File: src/rtl/systolic_tile_scheduler.sv
// Job-level tile sequencer for the systolic array.
// Walks an M x N output in tiles of at most TILE x TILE. For each tile it issues the array instruction, both read streams and the result write, then counts result beats.
module systolic_tile_scheduler #(
  parameter int TILE       = 31,
  parameter int BEAT_BYTES = 32
) (
  input  logic        CLOCK,
  input  logic        reset,
  input  logic        cmd_valid,
  output logic        cmd_ready,
  input  logic [15:0] cmd_m,
  input  logic [15:0] cmd_n,
  input  logic [31:0] cmd_row_base,
  input  logic [31:0] cmd_col_base,
  input  logic [31:0] cmd_out_base,
  input  logic        abort,
  output logic        instr_valid,
  input  logic        instr_ready,
  output logic [31:0] instr_data,
  output logic        rdr_valid,
  input  logic        rdr_ready,
  output logic [31:0] rdr_addr,
  output logic [5:0]  rdr_len,
  output logic        rdc_valid,
  input  logic        rdc_ready,
  output logic [31:0] rdc_addr,
  output logic [5:0]  rdc_len,
  output logic        wr_valid,
  input  logic        wr_ready,
  output logic [31:0] wr_addr,
  output logic [5:0]  wr_len,
  input  logic        res_valid,
  input  logic        res_ready,
  output logic        busy,
  output logic        done,
  output logic        aborted,
  output logic [31:0] tile_count,
  output logic [2:0]  dbg_state
);

  // Handshakes: a transfer occurs on the rising CLOCK edge where valid && ready
  // are both high; once valid is raised it and its data hold until that edge.

  typedef enum logic [2:0] {
    S_IDLE  = 3'd0,
    S_ISSUE = 3'd1,
    S_WCMD  = 3'd2,
    S_DRAIN = 3'd3,
    S_NEXT  = 3'd4
  } state_t;

  localparam logic [15:0] TILE16     = 16'(TILE);
  localparam logic [31:0] BEAT32     = 32'(BEAT_BYTES);
  localparam logic [31:0] TILE_BYTES = 32'(TILE * BEAT_BYTES);

  state_t      r_state;
  state_t      w_state_nxt;

  logic [15:0] r_m;
  logic [15:0] r_n;
  logic [31:0] r_row_base;
  logic [31:0] r_col_base;
  logic [31:0] r_out_base;
  logic [15:0] r_row_off;
  logic [15:0] r_col_off;
  logic [31:0] r_tile_count;
  logic        r_abort_flag;
  logic        r_empty;
  logic        r_instr_pend;
  logic        r_rdr_pend;
  logic        r_rdc_pend;
  logic [5:0]  r_beat_cnt;
  logic        r_done;
  logic        r_aborted;

  logic [15:0] w_rows_rem;
  logic [15:0] w_cols_rem;
  logic [4:0]  w_rows5;
  logic [4:0]  w_cols5;
  logic        w_last_row;
  logic        w_last_col;
  logic        w_last_tile;
  logic        w_beat;
  logic        w_counting;
  logic [5:0]  w_cnt_nxt;
  logic        w_iss_all;
  logic        w_cmd_zero;
  logic        w_abort_any;
  logic        w_accept;
  logic        w_tile_next;
  logic        w_done_set;
  logic        w_abort_set;

  // row/col offsets hold mi*TILE and ni*TILE so no multiply by the tile index is needed
  assign w_rows_rem  = r_m - r_row_off;
  assign w_cols_rem  = r_n - r_col_off;
  assign w_rows5     = (w_rows_rem > TILE16) ? 5'(TILE) : w_rows_rem[4:0];
  assign w_cols5     = (w_cols_rem > TILE16) ? 5'(TILE) : w_cols_rem[4:0];
  assign w_last_row  = (w_rows_rem <= TILE16);
  assign w_last_col  = (w_cols_rem <= TILE16);
  assign w_last_tile = w_last_row && w_last_col;

  assign w_beat      = res_valid && res_ready;
  assign w_counting  = (r_state == S_ISSUE) || (r_state == S_WCMD) || (r_state == S_DRAIN);
  assign w_cnt_nxt   = r_beat_cnt + {5'b0, w_beat};
  assign w_iss_all   = (!r_instr_pend || instr_ready) &&
                       (!r_rdr_pend   || rdr_ready)   &&
                       (!r_rdc_pend   || rdc_ready);
  assign w_cmd_zero  = (cmd_m == 16'd0) || (cmd_n == 16'd0);
  assign w_abort_any = r_abort_flag || abort;

  always_ff @(posedge CLOCK or posedge reset) begin
    if (reset) begin
      r_state <= S_IDLE;
    end else begin
      r_state <= w_state_nxt;
    end
  end

  always_comb begin
    w_state_nxt = r_state;
    w_accept    = 1'b0;
    w_tile_next = 1'b0;
    w_done_set  = 1'b0;
    w_abort_set = 1'b0;
    case (r_state)
      S_IDLE: begin
        if (cmd_valid) begin
          w_accept    = 1'b1;
          w_state_nxt = w_cmd_zero ? S_NEXT : S_ISSUE;
        end
      end
      S_ISSUE: begin
        if (w_iss_all) w_state_nxt = S_WCMD;
      end
      S_WCMD: begin
        if (wr_ready) w_state_nxt = S_DRAIN;
      end
      S_DRAIN: begin
        if (w_cnt_nxt >= {1'b0, w_cols5}) w_state_nxt = S_NEXT;
      end
      S_NEXT: begin
        if (r_empty || w_last_tile) begin
          w_done_set  = 1'b1;
          w_state_nxt = S_IDLE;
        end else if (w_abort_any) begin
          w_abort_set = 1'b1;
          w_state_nxt = S_IDLE;
        end else begin
          w_tile_next = 1'b1;
          w_state_nxt = S_ISSUE;
        end
      end
      default: w_state_nxt = S_IDLE;
    endcase
  end

  always_ff @(posedge CLOCK or posedge reset) begin
    if (reset) begin
      r_m          <= '0;
      r_n          <= '0;
      r_row_base   <= '0;
      r_col_base   <= '0;
      r_out_base   <= '0;
      r_row_off    <= '0;
      r_col_off    <= '0;
      r_tile_count <= '0;
      r_abort_flag <= 1'b0;
      r_empty      <= 1'b0;
      r_instr_pend <= 1'b0;
      r_rdr_pend   <= 1'b0;
      r_rdc_pend   <= 1'b0;
      r_beat_cnt   <= '0;
      r_done       <= 1'b0;
      r_aborted    <= 1'b0;
    end else begin
      r_done    <= w_done_set;
      r_aborted <= w_abort_set;
      if (w_accept) begin
        r_m          <= cmd_m;
        r_n          <= cmd_n;
        r_row_base   <= cmd_row_base;
        r_col_base   <= cmd_col_base;
        r_out_base   <= cmd_out_base;
        r_row_off    <= '0;
        r_col_off    <= '0;
        r_tile_count <= '0;
        r_abort_flag <= 1'b0;
        r_empty      <= w_cmd_zero;
        r_instr_pend <= !w_cmd_zero;
        r_rdr_pend   <= !w_cmd_zero;
        r_rdc_pend   <= !w_cmd_zero;
        r_beat_cnt   <= '0;
      end else begin
        if ((r_state != S_IDLE) && abort) r_abort_flag <= 1'b1;
        r_instr_pend <= r_instr_pend && !instr_ready;
        r_rdr_pend   <= r_rdr_pend   && !rdr_ready;
        r_rdc_pend   <= r_rdc_pend   && !rdc_ready;
        // early beats count toward the tile already issued; saturate rather than wrap
        if (w_counting && w_beat && (r_beat_cnt != 6'h3F)) r_beat_cnt <= r_beat_cnt + 6'd1;
        if (r_state == S_NEXT) begin
          r_beat_cnt <= '0;
          if (!r_empty) begin
            r_tile_count <= r_tile_count + 32'd1;
            if (w_last_col) begin
              r_col_off <= '0;
              r_row_off <= r_row_off + TILE16;
            end else begin
              r_col_off <= r_col_off + TILE16;
            end
          end
          if (w_tile_next) begin
            r_instr_pend <= 1'b1;
            r_rdr_pend   <= 1'b1;
            r_rdc_pend   <= 1'b1;
          end
        end
      end
    end
  end

  // data fields are forced to zero whenever their valid is low
  assign cmd_ready   = (r_state == S_IDLE);
  assign busy        = (r_state != S_IDLE);
  assign instr_valid = r_instr_pend;
  assign instr_data  = r_instr_pend ? {22'b0, w_rows5, w_cols5} : '0;
  assign rdr_valid   = r_rdr_pend;
  assign rdr_addr    = r_rdr_pend ? (r_row_base + ({16'b0, r_row_off} * BEAT32)) : '0;
  assign rdr_len     = r_rdr_pend ? {1'b0, w_rows5} : '0;
  assign rdc_valid   = r_rdc_pend;
  assign rdc_addr    = r_rdc_pend ? (r_col_base + ({16'b0, r_col_off} * BEAT32)) : '0;
  assign rdc_len     = r_rdc_pend ? {1'b0, w_cols5} : '0;
  assign wr_valid    = (r_state == S_WCMD);
  assign wr_addr     = wr_valid ? (r_out_base + (r_tile_count * TILE_BYTES)) : '0;
  assign wr_len      = wr_valid ? {1'b0, w_cols5} : '0;
  assign done        = r_done;
  assign aborted     = r_aborted;
  assign tile_count  = r_tile_count;
  assign dbg_state   = r_state;

endmodule

File: config.mk
export PLATFORM = sky130hd
export DESIGN_NAME = systolic_tile_scheduler
export DESIGN_NICKNAME = d
export VERILOG_FILES = /design/src/rtl/systolic_tile_scheduler.sv
export SDC_FILE = /design/constraint.sdc
export NUM_CORES = 1
export LEC_CHECK = 0
export CORE_ASPECT_RATIO = 0.8
export CORE_UTILIZATION = 35
export CTS_BUF_LIST = sky130_fd_sc_hd__clkbuf_16
export CTS_CLUSTER_SIZE = 24
export DETAILED_ROUTE_END_ITERATION = 10
export MAX_ROUTING_LAYER = met4
export PLACE_DENSITY_LB_ADDON = 0.15
export SKIP_LAST_GASP = 1
export SYNTH_ARGS = -nofsm -noshare
export SYNTH_HDL_FRONTEND = slang
export SYNTH_SLANG_ARGS = --single-unit
File: constraint.sdc
create_clock -name CLOCK -period 7.98 [get_ports CLOCK]
set_clock_uncertainty 0.1 [all_clocks]
set_input_delay 1.596 -clock CLOCK [delete_from_list [all_inputs] [get_ports CLOCK]]
set_output_delay 1.596 -clock CLOCK [all_outputs]
set_load 0.02 [all_outputs]
After elaboration in Yosys (flattened, before gate mapping)
Cells that the tools add are included.

$add $sub $neg: 10. Multiply operators: 1. Divide/modulo/power cells: 0. Magnitude comparators: 5. Equality and inequality tests: 10. Shift operators: 0. Mux-type cells: 52. Bitwise operators: 0. Reductions and logical operators: 36.

Operators by type and width (count): two-way mux 32 bit (6); two-way mux 16 bit (8); adder 32 x 21 -> 32 bit (2); adder 16 x 5 -> 16 bit, second input constant (2); adder 32 x 1 -> 32 bit, second input constant (1); adder 32 bit (1); greater-than comparator 16 x 5 -> 1 bit, second input constant (2); less-or-equal comparator 16 x 5 -> 1 bit, second input constant (2); zero test 16 bit (2); multiplier 32 x 5 -> 27 bit, second input constant (1); subtractor 16 bit (2); two-way mux 5 bit (5); two-way mux 1 bit (23); two-way mux 6 bit (3); two-way mux 3 bit (5); one-hot mux 3 bit (5 select lines) (1); logical AND 1 bit (10); two-way mux 10 bit (1); logical OR 1 bit (8); zero test 1 bit (7); adder 6 x 1 -> 6 bit (1); adder 6 x 1 -> 6 bit, second input constant (1); equality test 3 x 2 -> 1 bit, second input constant (2); greater-or-equal comparator 6 x 5 -> 1 bit (1); other kinds (11) (17).

Flip-flop bits (word level): 208. Bits in latches: 0. Memory bits (writable): 0. ROM bits: 0. Bits of input ports: 138. Output and inout port bits: 189. Logic and storage cells: 131. Memories kept: 0.

Logic depth before layout (Yosys ltp)
Gate-level depths: netlist of the first run.

Word-level depth: 9. Mapped depth: 25. Depth with buffers taken out: 25.

Worst setup path after synthesis of the first run
OpenSTA, ideal clock, no wires.

Path kind: register to output. Start point: reg r_tile_count[5], in the netlist tile_count[5]. End point: out wr_addr[24]. Arrival: 6128 ps. Data required time: 6284 ps. Setup slack: 156 ps. Cell stages (with the launch flop): 24. Path buffers: 0. Path through: dfrtp_1 inv_1 fa_1 inv_1 fa_1 inv_1 fa_1 inv_1 ha_1 a21oi_1 nand2_1 o21ai_0 o21ai_0 a21o_1 a21oi_1 xnor2_1 ha_1 a21o_1 a211o_1 a311o_1 a22oi_1 o21bai_1 nand2_1 nor3b_1.

Cells in the longest elaborated chain, start to end: 3.

RTL lines: start, declared (line 66) `logic [31:0] r_tile_count;`; start signal, assigned (line 204) `r_tile_count <= r_tile_count + 32'd1;`; multiplier 32 x 5 -> 27 bit (line 234) `assign wr_addr = wr_valid ? (r_out_base + (r_tile_count * TILE_BYTES)) : '0;`; adder 32 bit (line 234); two-way mux 32 bit (line 234); end, declared (line 30) `output logic [31:0] wr_addr,`.

No other way between the ends.

Worst setup path after layout of the first run
Start point: reg r_tile_count[5], in the netlist tile_count[5]. End point: out wr_addr[28].

Same word-level chain as after synthesis.

==> run summary, run 1 <==
Status -> completed
Worst r2r dst -> dbg_state[2]$_DFFE_PP0P_
Die ar. -> 53200 um2
Net Sw Power -> 0.00374 W
H-Tree Depth -> 1
Startpoint Class -> flip-flop
Number of global-route vias before repair -> 16114
Synth cell count leaders -> nand2_1, dfrtp_1, inv_1
Area after DPL -> 22500 um2
Worst EP required -> 6.28 ns
Final hold violations -> 0
Distinct cells, synth -> 81
Worst setup EP type -> output port
Main synth FF type -> dfrtp_1
Largest net degree at the start of global routing -> 175
Global-route wire length before repair -> 88600 um
Placed Instances -> 3269
R2R Setup Slk -> 1.65 ns
Num rows -> 74
Vias -> 16775
Drc violations -> 0
Max-slew violations -> 0
Clk pwr share -> 0.160
Final period util -> 0.986
I/O pins -> 327
Critical path endpoint -> wr_addr[28]
Mapped cell area -> 18300 um2
Die width -> 258 um
Min-delay worst type -> reg2reg
Seq/Total Area, Yosys -> 0.285
Number of flops mapped to enable cells by yosys -> 0
Die Height -> 206 um
CTS tree -> done
Syn Inst Count -> 2266
DR iter-0 viols -> 849
R2R cell count -> 19
Ratio of cells with drive above 1 in the final layout -> 0.105
Final setup TNS -> 0 ns
Cell taking the most area after synthesis -> dfrtp_1
Clock slew at reported path FFs -> 0.06 ns
Synth async-reset ratio -> 1.00
Fillers -> 5116
Ranking of synthesized cells by area -> dfrtp_1, ha_1, nand2_1, fa_1, xnor2_1
Final HPWL DP -> 43100 um
FMAX -> 127 MHz
Drt wl/cell -> 17.0 um
Sw Ratio -> 0.465
Max-cap violations -> 0
Vias/cell -> 5.02
Worst-Margin Slew -> 1.21 ns
Setup violators final -> 0
Starting density of the core -> 0.356
Clock root buffer -> clkbuf_16
Port bufs -> 301
Cell with the most instances after synthesis -> nand2_1
Core Area -> 51300 um2
Power Density -> 336 nW/um2
Worst-path maximum fanout -> 5
Initial antenna violation count -> 0
Final nets -> 2993
Overall Global Routing Usage -> 0.215
Post-synthesis register bit count -> 208
Final Critical Period -> 7.87 ns
Slew HR -> 0.182
Worst r2r src -> r_col_off[8]$_DFFE_PP0P_
Cell Int Power -> 0.00430 W
Combinational group share of total power -> 0.621
Syn-to-layout area delta -> 30.9%
Cts bufs inserted -> 27
Worst path arrival time -> 6.17 ns
Antenna violation net count after detailed routing -> 0
Critical path launch point -> tile_count[5]$_DFFE_PP0P_
Max clock buf depth -> 3
Layout Cells excl Fill -> 3342
Post-Syn Area per Cell -> 8.07 um2
Sequential share of power -> 0.219
Leak -> 11.6 nW
Peak supply drop -> 0.202 mV
First-pass iteration count of the detailed router -> 5
Worst-Skew Late Latency -> 0.56 ns
Share of the synthesized area in the top cell type -> 0.285
WL final -> 56800 um
Crit path kind -> reg2out
Hold_buf cts -> 0
Global route overflow -> 0
Design area -> 23900 um2
Unrepaired setup endpoints after global routing -> true
Yosys warns -> 0
Final design utilization -> 0.467
Routability cong. -> 0.922
CTS Sinks -> 208
Hold slack -> 0.374 ns
-- what timing repair did --
action	in CTS	in global routing
pin swaps	12	49
endpoints found under the setup margin	14	16
gates resized for setup	61	104
hold endpoints to repair	0	0
setup buffers	4	19
-- final cells by class --
class | instances | area (um2) | share of cell area
diodes | 1 | 2.50 | 0.000105
clock buffers | 27 | 676 | 0.0282
clock inverters | 22 | 234 | 0.00978
inverters | 205 | 781 | 0.0326
multi-input cells | 1772 | 12200 | 0.512
flip-flops and latches | 208 | 5210 | 0.218
well taps | 684 | 856 | 0.0358
repair buffers | 423 | 3930 | 0.164
-- power by group through the flow --
stage	registers, W	clock network [W]	logic, W
after floorplan	0.00168	0	0.00327
after global placement	0.00177	0	0.00484
after detailed placement	0.00177	0	0.00486
after CTS	0.00176	0.00133	0.00488
after global routing	0.00181	0.00137	0.00553
final	0.00176	0.00129	0.00499
-- state kept, by name, summed over array words and instances (netlist names) --
name,cells
r_empty,1
done,1
tile_count,32
r_m,16
rdc_valid,1
instr_valid,1
r_n,16
dbg_state,3
rdr_valid,1
r_row_base,32
r_abort_flag,1
r_col_off,16
r_beat_cnt,6
r_row_off,16
r_out_base,32
r_col_base,32
aborted,1
-- critical path: stages, from the launching register on --
cell and delay (ns):
dfrtp_1 0.36, inv_2 0.07, fa_1 0.55, inv_1 0.06
fa_1 0.50, inv_1 0.06, fa_1 0.50, inv_1 0.04
ha_1 0.32, a21oi_2 0.20, nand2_1 0.09, o21ai_2 0.26
o21ai_1 0.11, a21o_1 0.20, a21oi_2 0.14, xnor2_1 0.15
ha_1 0.27, a21o_1 0.19, a211o_1 0.27, a311o_1 0.30
a22oi_1 0.17, buf_4 0.18, o31ai_1 0.10, buf_4 0.15
a211oi_1 0.15, buf_2 0.20
-- cell families (layout without fill, tap and decap cells) --
kind of cell	count (synthesis)	in the layout	synth area share
AOI/OAI and AO/OA	406	406	0.151
and+or+nand+nor	974	974	0.242
other	1	26	0.000205
muxes	14	14	0.00807
adders and majority gates	218	218	0.179
DFF	208	208	0.285
xor gates and xnor gates	135	135	0.0647
buffers and inverters	310	677	0.0709
-- routing by layer --
metal  part of all wire  routed length [um]  GRT usage  vias up
met5                  0                   0          -        -
met2               0.45               25500      0.334      328
met1               0.49               27800      0.304     8074
met3              0.050                2820     0.0313       45
met4              0.013                 728     0.0292        0
li1                   -                   -          -     8328
-- placed cells by master, fill, tap and decap left out, types with 72 or more instances in the layout --
| cell | n |
|---|---|
| xnor2_1 | 98 |
| dfrtp_1 | 207 |
| nor2_1 | 173 |
| clkdlybuf4s50_1 | 288 |
| inv_1 | 194 |
| ha_1 | 134 |
| a21oi_1 | 74 |
| buf_4 | 115 |
| fa_1 | 72 |
| nand2_1 | 480 |
-- through the flow --
step	total power, W	setup WS, ns
2_1_floorplan	0.00494	0.156
3_3_place_gp	0.00660	-0.0756
3_5_place_dp	0.00663	-0.155
4_1_cts	0.00797	-0.0332
5_1_grt	0.00871	-0.189
6_report	0.00804	0.115
-- how the worst min path moves through the flow --
stage / start / end / slack (ns) / cells past startpoint
2_1_floorplan: r_col_base[0]$_DFFE_PP0P_ / r_col_base[0]$_DFFE_PP0P_ / 0.34 / 2
3_5_place_dp: r_out_base[3]$_DFFE_PP0P_ / r_out_base[3]$_DFFE_PP0P_ / 0.36 / 2
5_1_grt: r_row_base[20]$_DFFE_PP0P_ / r_row_base[20]$_DFFE_PP0P_ / 0.40 / 2
3_3_place_gp: r_row_base[2]$_DFFE_PP0P_ / r_row_base[2]$_DFFE_PP0P_ / 0.35 / 2
6_report: r_col_base[2]$_DFFE_PP0P_ / r_col_base[2]$_DFFE_PP0P_ / 0.37 / 2
4_1_cts: r_col_base[3]$_DFFE_PP0P_ / r_col_base[3]$_DFFE_PP0P_ / 0.38 / 2
No activity file was read; power rests on OpenSTA's default activity.
==> inputs of run 2 (changes only) <==
- clock period: 7.98 -> 7.8 ns (I/O delays scaled with it)
==> run 2 against run 1 <==
Compared with the run above:
- sequential power barely moved
- critical path depth rose by 1
- largest power group unchanged
- routed wire length fell by 0.10%
- worst setup slack got worse by 0.060 ns
- combinational power rose by 3%
- first-iteration DRC count rose by 16%
- register-to-register slack improved by 0.12 ns
- global-route usage rose by 0.11 points
==> run summary, run 2 (synthesis results as in run 1) <==
Final HPWL DP -> 42900 um (-0.42%)
Final period util -> 0.993
WL final -> 56700 um (-0.10%)
Vias/cell -> 5.06 (+0.80%)
Min-delay src -> r_row_base[1]$_DFFE_PP0P_
Worst r2r dst -> dbg_state[2]$_DFFE_PP0P_
Routability cong. -> 0.928 (+0.64%)
Setup ws final -> 0.0547 ns (-0.0601 ns)
Leak -> 11.6 nW (+0.34%)
Slew HR -> 0.186 (+0.00311)
Setup violators final -> 0 (unchanged)
Slowest CP cell -> fa_1
Die ar. -> 53200 um2 (unchanged)
Num rows -> 74 (unchanged)
Power Density -> 341 nW/um2 (+1.5%)
Final design utilization -> 0.465 (-0.00115)
Commonest non-fill, non-tap cell in the layout -> nand2_1
Multi-input logic area -> 12300 um2 (+0.49%)
Pwr Total -> 0.00814 W (+1.2%)
Status -> completed
Ratio of cells with drive above 1 in the final layout -> 0.101 (-0.00342)
Max incr delay on CP -> 0.53 ns (-0.02 ns)
Final Critical Period -> 7.75 ns
Worst-path maximum fanout -> 3 (-2)
Worst EP required -> 6.14 ns (-0.14 ns)
Worst-Skew Late Latency -> 0.56 ns (about the same)
Final setup TNS -> 0 ns (unchanged)
DR iter-0 viols -> 982 (+16%)
R2R cell count -> 19 (unchanged)
R2R Setup Slk -> 1.77 ns (+0.12 ns)
WHS Path Cells -> 2 (unchanged)
Clock slew at reported path FFs -> 0.06 ns (about the same)
Drt wl/cell -> 17.0 um (+0.20%)
Worst Hold Endpoint -> r_row_base[1]$_DFFE_PP0P_
Die width -> 258 um (unchanged)
Port bufs -> 301 (unchanged)
Drc violations -> 0 (unchanged)
Worst setup EP type -> output port
Max-slew violations -> 0 (unchanged)
Overall Global Routing Usage -> 0.216 (+0.00106)
CTS Sinks -> 208 (unchanged)
Fillers -> 5167 (+1.0%)
Max-cap violations -> 0 (unchanged)
Cts bufs inserted -> 27 (unchanged)
Most frequent cells in the layout -> nand2_1, clkdlybuf4s50_1, dfrtp_1, inv_1, nor2_1
Final hold violations -> 0 (unchanged)
Crit path kind -> reg2out
Core Area -> 51300 um2 (unchanged)
First-pass iteration count of the detailed router -> 6 (+1)
Global route overflow -> 0 (unchanged)
Vias -> 16859 (+0.50%)
Placed Instances -> 3263 (-0.18%)
Initial antenna violation count -> 1 (+1)
Crit path buf inv count -> 6 (-1)
Worst path arrival time -> 6.09 ns (-0.08 ns)
Hold_buf cts -> 0 (unchanged)
Pre-CTS WS -> -0.183 ns (-0.0276 ns)
Final nets -> 2985 (-0.27%)
Peak supply drop -> 0.218 mV (+8.0%)
Clock root buffer -> clkbuf_16
Crit path top cell by count -> fa_1
Die Height -> 206 um (unchanged)
Number of global-route vias before repair -> 16377 (+1.6%)
Family with the most delay on the worst path -> adder cells
Max clock buf depth -> 3 (unchanged)
I/O pins -> 327 (unchanged)
Global-route wire length before repair -> 89600 um (+1.2%)
Startpoint Class -> flip-flop
Reg area -> 5200 um2 (about the same)
Ant diodes -> 0 (-1)
Antenna violation net count after detailed routing -> 0 (unchanged)
Worst-Margin Slew -> 1.21 ns (-0.00460 ns)
H-Tree Depth -> 1 (unchanged)
Starting density of the core -> 0.356 (unchanged)
Largest net degree at the start of global routing -> 188 (+7.4%)
FMAX -> 129 MHz
Layout Cells excl Fill -> 3332 (-0.30%)
Min-delay worst type -> reg2reg
Unrepaired setup endpoints after global routing -> true
Worst r2r src -> r_col_off[5]$_DFFE_PP0P_
Syn-to-layout area delta -> 30.6%
CTS tree -> done
-- run 2: changes by cell type in the layout (fill, tap and decap cells not counted), moves of 3 or more --
cell      previous run  this run
buf_2                5         0
clkbuf_2             3         0
inv_1              194       198
nand3_1             45        48
o21ai_1              7         4
o21ai_2              3         6
-- run 2: layout make-up --
cell class | count | share of cell area
Clock buffer | 27 | 0.0283
Multi-Input combinational cell | 1772 | 0.515
Timing Repair Buffer | 415 | 0.163
Clock inverter | 21 | 0.00676
Sequential cell | 208 | 0.218
Tap cell | 684 | 0.0359
Inverter | 205 | 0.0325
-- run 2: how the worst max path moves through the flow --
stage	startpoint	end	cells past startpoint
after floorplan	tile_count[5]$_DFFE_PP0P_	wr_addr[24]	23
after detailed placement	tile_count[2]$_DFFE_PP0P_	wr_addr[31]	26
after CTS	tile_count[1]$_DFFE_PP0P_	wr_addr[27]	27
after global routing	tile_count[2]$_DFFE_PP0P_	wr_addr[31]	28
final	tile_count[1]$_DFFE_PP0P_	wr_addr[31]	26
after global placement	tile_count[2]$_DFFE_PP0P_	wr_addr[31]	26
-- run 2: worst register-to-register path, cell delays in order (launching register included) --
cell,delay (ns)
dfrtp_1,0.40
inv_1,0.18
ha_1,0.35
o21ai_4,0.31
nor3_1,0.14
a221o_1,0.28
or4_1,0.53
or3_1,0.31
or4_1,0.51
or4_4,0.46
or2_1,0.23
ha_1,0.28
nand2b_1,0.14
a21o_1,0.17
a21o_1,0.17
a21o_1,0.17
a211o_1,0.31
a2111oi_0,0.55
a31oi_1,0.12
and2_1,0.19
-- run 2: per-stage QoR --
stage                     hold WS (ns)  cell area (um2)
after global placement           0.349            22500
final                            0.363            23900
after global routing             0.394            23900
after CTS                        0.369            23400
after floorplan                  0.337            18400
after detailed placement         0.354            22500
-- run 2: where the power goes --
part	internal, W	switching (W)
combinational	0.00216	0.00297
sequential	0.00146	0.000336
clock	0.000718	0.000502
-- run 2: layer usage --
layer / global-route usage / part of all wire / wire length, um
met5: - / 0 / 0
met4: 0.0376 / 0.019 / 1090
met3: 0.0374 / 0.049 / 2770
met2: 0.331 / 0.44 / 24900
met1: 0.301 / 0.49 / 28000
-- run 2: repair_timing --
item / in CTS / in global routing
setup buffers: 6 / 15
gates resized for setup: 71 / 111
setup endpoints to repair: 14 / 17
pin swaps: 13 / 49
